### src/rtl/btb_assoc.sv
// rtl/btb_assoc.sv - set-associative branch target buffer, round-robin replacement, flush
// Optional per-entry target hysteresis when BTB_HYST_EN is defined.
module btb_assoc #(
    parameter int N_SETS = 4,
    parameter int N_WAYS = 2
) (
    input  logic        clk,
    input  logic        rst_n,
    input  logic [31:0] pc_out,
    input  logic        predict,
    input  logic [31:0] pc_exec,
    input  logic [31:0] alu_out,
    input  logic        update_btb,
    input  logic        flush,
    output logic [31:0] pc_predict,
    output logic        btb_hit
);
    localparam int IDX_BITS = $clog2(N_SETS);
    localparam int IDX_W    = (IDX_BITS > 0) ? IDX_BITS : 1;
    localparam int TAG_BITS = 30 - IDX_BITS;
    localparam int WAY_W    = (N_WAYS > 1) ? $clog2(N_WAYS) : 1;

    logic                r_valid  [N_SETS][N_WAYS];
    logic [TAG_BITS-1:0] r_tag    [N_SETS][N_WAYS];
    logic [31:0]         r_target [N_SETS][N_WAYS];
    logic [WAY_W-1:0]    r_rr     [N_SETS];
`ifdef BTB_HYST_EN
    logic                r_h      [N_SETS][N_WAYS];
`endif

    logic [IDX_W-1:0]    w_look_idx;
    logic [IDX_W-1:0]    w_upd_idx;
    logic [TAG_BITS-1:0] w_look_tag;
    logic [TAG_BITS-1:0] w_upd_tag;

    generate
        if (N_SETS > 1) begin : g_idx
            assign w_look_idx = pc_out[IDX_BITS+1:2];
            assign w_upd_idx  = pc_exec[IDX_BITS+1:2];
        end else begin : g_noidx
            assign w_look_idx = '0;
            assign w_upd_idx  = '0;
        end
    endgenerate

    assign w_look_tag = pc_out[31:IDX_BITS+2];
    assign w_upd_tag  = pc_exec[31:IDX_BITS+2];

    // Descending scan so the lowest matching way is the one that sticks.
    always_comb begin
        btb_hit    = 1'b0;
        pc_predict = 32'd0;
        for (int w = N_WAYS - 1; w >= 0; w--) begin
            if (predict && r_valid[w_look_idx][w] && (r_tag[w_look_idx][w] == w_look_tag)) begin
                btb_hit    = 1'b1;
                pc_predict = r_target[w_look_idx][w];
            end
        end
    end

    logic             w_tag_hit;
    logic [WAY_W-1:0] w_hit_way;
    logic             w_has_free;
    logic [WAY_W-1:0] w_free_way;
    logic [WAY_W-1:0] w_way;

    always_comb begin
        w_tag_hit  = 1'b0;
        w_hit_way  = '0;
        w_has_free = 1'b0;
        w_free_way = '0;
        for (int w = N_WAYS - 1; w >= 0; w--) begin
            if (r_valid[w_upd_idx][w] && (r_tag[w_upd_idx][w] == w_upd_tag)) begin
                w_tag_hit = 1'b1;
                w_hit_way = WAY_W'(w);
            end
            if (!r_valid[w_upd_idx][w]) begin
                w_has_free = 1'b1;
                w_free_way = WAY_W'(w);
            end
        end
        if (w_tag_hit)       w_way = w_hit_way;
        else if (w_has_free) w_way = w_free_way;
        else                 w_way = r_rr[w_upd_idx];
    end

    always_ff @(posedge clk or negedge rst_n) begin
        if (!rst_n) begin
            for (int s = 0; s < N_SETS; s++) begin
                r_rr[s] <= '0;
                for (int w = 0; w < N_WAYS; w++) begin
                    r_valid[s][w]  <= 1'b0;
                    r_tag[s][w]    <= '0;
                    r_target[s][w] <= 32'd0;
`ifdef BTB_HYST_EN
                    r_h[s][w]      <= 1'b0;
`endif
                end
            end
        end else if (flush) begin
            for (int s = 0; s < N_SETS; s++) begin
                r_rr[s] <= '0;
                for (int w = 0; w < N_WAYS; w++) begin
                    r_valid[s][w] <= 1'b0;
`ifdef BTB_HYST_EN
                    r_h[s][w]     <= 1'b0;
`endif
                end
            end
        end else if (update_btb) begin
            if (w_tag_hit) begin
`ifdef BTB_HYST_EN
                // A differing target must be seen twice in a row before it replaces the stored one.
                if (alu_out == r_target[w_upd_idx][w_way]) begin
                    r_h[w_upd_idx][w_way] <= 1'b0;
                end else if (!r_h[w_upd_idx][w_way]) begin
                    r_h[w_upd_idx][w_way] <= 1'b1;
                end else begin
                    r_target[w_upd_idx][w_way] <= alu_out;
                    r_h[w_upd_idx][w_way]      <= 1'b0;
                end
`else
                r_target[w_upd_idx][w_way] <= alu_out;
`endif
            end else begin
                r_valid[w_upd_idx][w_way]  <= 1'b1;
                r_tag[w_upd_idx][w_way]    <= w_upd_tag;
                r_target[w_upd_idx][w_way] <= alu_out;
`ifdef BTB_HYST_EN
                r_h[w_upd_idx][w_way]      <= 1'b0;
`endif
                if (!w_has_free) begin
                    if (r_rr[w_upd_idx] == WAY_W'(N_WAYS - 1)) r_rr[w_upd_idx] <= '0;
                    else                                     r_rr[w_upd_idx] <= r_rr[w_upd_idx] + 1'b1;
                end
            end
        end
    end
endmodule

### config.mk
export PLATFORM = sky130hd
export DESIGN_NAME = btb_assoc
export DESIGN_NICKNAME = d
export VERILOG_FILES = /design/src/rtl/btb_assoc.sv
export SDC_FILE = /design/constraint.sdc
export NUM_CORES = 1
export LEC_CHECK = 0
export ABC_AREA = 1
export BUFFER_PORTS_ARGS = -buffer_cell sky130_fd_sc_hd__buf_2
export CORE_MARGIN = 8
export CORE_UTILIZATION = 57
export CTS_CLUSTER_DIAMETER = 150
export CTS_CLUSTER_SIZE = 10
export DETAILED_ROUTE_END_ITERATION = 7
export PLACE_DENSITY = 0.78
export SLEW_MARGIN = 40
export SYNTH_ARGS = -nofsm -noshare
export SYNTH_HDL_FRONTEND = slang
export SYNTH_SLANG_ARGS = --single-unit
### constraint.sdc
create_clock -name clk -period 3.1 [get_ports clk]
set_clock_uncertainty 0.2 [all_clocks]
set_input_delay 0.155 -clock clk [delete_from_list [all_inputs] [get_ports clk]]
set_output_delay 0.155 -clock clk [all_outputs]
set_load 0.005 [all_outputs]
==> out/qor.txt <==
pin count of the biggest net entering global routing - 110
Die ar. - 0.05335 mm²
worst rel slew slack - 44.20%
run status - complete, but fails checks
clock buffer depth - 3
Post-DRT Antenna Nets - 0
maxcap violations - 0
Least-Margin Pin Slew - 837.0 ps
P_leak - 15.56 nW
clock sinks - 492
DRT iter0 DRCs - 3559
switching power - 0.005466 W
Slew Limit Fails - 0
Routed WL per cell - 19.39 µm
Chip Width - 231.0 µm
critical path arrival - 2960 ps
Initial Util - 57.92%
Required @ worst endpoint - 2740 ps
final worst path period need - 3312 ps
met1 WL - 34910 µm
Skew-Pair Late Insertion Delay - 620 ps
Netlist cell types - 34
r2r setup slk - 290 ps
Num CTS Buffers - 55
row count - 78
first-pass GRT wire length - 136200 µm
met2 wire length - 39660 µm
CTS tree - done
gr ovfl total - 0
final core occ - 67.48%
Port Buffer Count - 129
period utilization - 106.8%
Sw Ratio - 31.32%
Netlist Area Pre-Place - 0.02634 mm²
Final Net Count - 3966
Crit Path Class - reg2out
routed vias - 26.74k
part of the power in combinational logic - 19.7%
Pwr per Cell Area - 568.7 mW/mm²
post-synthesis sequential area ratio - 46.74%
Fmax achieved - 302.0 MHz
synthesized net count - 3838
power consumption - 0.01745 W
Yosys Warn Count - 0
initial antenna violation count - 4
Fill cells - 3887
total core area - 0.04548 mm²
DRC - 0
Detailed Routing Iterations Pass 1 - 6
Max VDD drop - 478.5 µV
violated checks - setup timing
clk root buf - clkbuf_16
Setup WS post-layout - -211.7 ps
dpl hpwl - 53520 µm
WHS - 112.4 ps
Die Ht - 231.0 µm
final wirelength - 86690 µm
Pint - 0.01199 W
#FFs+latches synth - 492
GPL Wtd Cong - 0.9597
Reg power frac - 47.4%
gr usage total - 31.67%
power share of the clock group - 32.9%
share of cells above drive strength 1 - 9.646%
Setup WS pre-CTS - 56.85 ps
DR WL met3 - 8782 µm
Reg clk slew, reported paths - 60 ps
crit-path max FO - 8
final hold violation count - 0
Top Ports - 134
Setup violations, final - 33
CP Launch Type - register
DR vias/cell - 5.981
Cells after Synth - 3737
Syn Area/Cell - 7.049 µm²
Hold Path Class - in2reg
crit end category - output pin
vias in the first global route - 24.76k
top sig layer - met5
Max H-tree Level - 2
synth-to-layout area growth - 16.50%
RSZ-0062 raised after global routing - yes
## flip-flops by register name, summed over array words and instances, names as in the netlist
| register | cells |
|---|---|
| r_rr | 4 |
| r_target | 256 |
| r_valid | 8 |
| r_tag | 224 |
## layout by cell type (no fill, tap or decap), drive strengths merged, types with 3 or more instances in the layout
master and count:
buf 259, nor3 6, a21oi 45, nand4 10, nor2 222, nor4 3
dlygate4sd3 65, inv 137, o22ai 72, clkbuf 57, nand2 1544, diode 3
nand3 351, xnor2 4, dfrtp 492, xor2 14, o21ai 568, nand3b 4
a211oi 4
## timing repair
action | 4_1_cts | 5_1_grt
pin swaps | 7 | 18
gates resized for setup | 16 | 29
hold endpoints to repair | 984 | 0
setup buffers | 5 | 2
gates cloned | 2 | 1
endpoints found under the setup margin | 33 | 33
hold buffers | 66 | 0
## metrics by stage
step | cells | setup TNS [ps] | area, µm²
floorplan | 3737 | 0 | 26340
global placement | 4332 | 0 | 28220
detailed placement | 4332 | 0 | 28220
CTS | 4464 | -3073 | 30500
global route | 4470 | -9041 | 30690
finish | 4470 | -4800 | 30690
## area by class of cell
| cell class | instances | area [µm²] | area share [%] |
|---|---|---|---|
| diodes | 3 | 7.507 | 0.02446 |
| multi-input cells | 2855 | 12540 | 40.87 |
| flip-flops and latches | 492 | 12310 | 40.12 |
| clock buffers | 55 | 1376 | 4.485 |
| inverters | 135 | 514.2 | 1.676 |
| well taps | 600 | 750.7 | 2.446 |
| repair buffers | 326 | 3107 | 10.12 |
| clock inverters | 4 | 78.83 | 0.2569 |
## synth_stat cells
| cell type | instances | area (µm²) |
|---|---|---|
| o2111ai_1 | 2 | 17.52 |
| nand2_2 | 5 | 31.28 |
| o21ai_0 | 493 | 2467 |
| nor4_1 | 3 | 18.77 |
| inv_2 | 9 | 33.78 |
| o22ai_1 | 72 | 450.4 |
| nor2_1 | 218 | 818.3 |
| a22o_1 | 2 | 17.52 |
| a21oi_2 | 1 | 8.760 |
| nor2_4 | 4 | 45.04 |
| a211oi_1 | 4 | 30.03 |
| nand3_1 | 350 | 1752 |
| buf_6 | 6 | 67.56 |
| dfrtp_1 | 492 | 12310 |
| buf_1 | 5 | 18.77 |
| buf_4 | 6 | 45.04 |
| nand3_2 | 1 | 10.01 |
| buf_2 | 103 | 515.5 |
| o221ai_1 | 1 | 8.760 |
| o21ai_1 | 75 | 375.4 |
| clkinv_1 | 1 | 3.750 |
| xnor2_1 | 4 | 35.03 |
| nand4_1 | 10 | 62.56 |
| a221oi_1 | 1 | 8.760 |
| o2111a_1 | 1 | 11.26 |
| buf_8 | 1 | 15.01 |
| inv_1 | 125 | 469.2 |
| a32o_1 | 1 | 10.01 |
| nand3b_1 | 4 | 30.03 |
| a21oi_1 | 44 | 220.2 |
| nor3_1 | 6 | 30.03 |
| xor2_1 | 14 | 122.6 |
| clkbuf_1 | 134 | 503.0 |
| nand2_1 | 1539 | 5777 |
## worst max-delay path: stages (launching register included)
cell,delay [ps]
dfrtp_1,390
nand2_1,70
nand3_1,70
nand2_1,110
xor2_1,160
buf_4,170
o2111ai_2,110
nor3_2,250
nand3_2,140
nor2_4,160
buf_6,170
buf_12,180
nand3_2,100
nand2_2,110
buf_2,130
## power by group through the flow
stage	clock network, W	registers (W)	logic [W]
2_1_floorplan	0	0.00815	0.00227
3_3_place_gp	0	0.00830	0.00315
3_5_place_dp	0	0.00832	0.00327
4_1_cts	0.00577	0.00823	0.00337
5_1_grt	0.00600	0.00840	0.00389
6_report	0.00574	0.00827	0.00344
## cell families (layout without fill, tap and decap cells)
logic type             after synthesis  after routing  share of synthesized area [%]
AO/OA/AOI/OAI                      697            697                          13.77
XOR/XNOR                            18             18                         0.5985
buffers and inverters              390            520                          6.346
flip-flops                         492            492                          46.74
other                                0              3                              0
AND/OR/NAND/NOR                   2140           2140                          32.55
## path summary, 6_finish.rpt
kind,from,end,cells after the start
worst max-delay path,r_tag[72],pc_predict[16],14
worst min-delay path,pc_exec[3],r_valid[7],6
worst max register to register,r_tag[68],r_target[10],19
worst min register to register,r_target[149],r_target[149],2
max in group asynchronous,rst_n,r_tag[207],4
min in group asynchronous,rst_n,r_tag[137],4
## routing by layer
layer	global-route usage [%]	up-vias
met5	0	-
met4	12.85	2
met3	5.801	249
met2	49.48	1568
met1	43.33	12590
li1	-	12330
(Power assumes the default switching activity.)
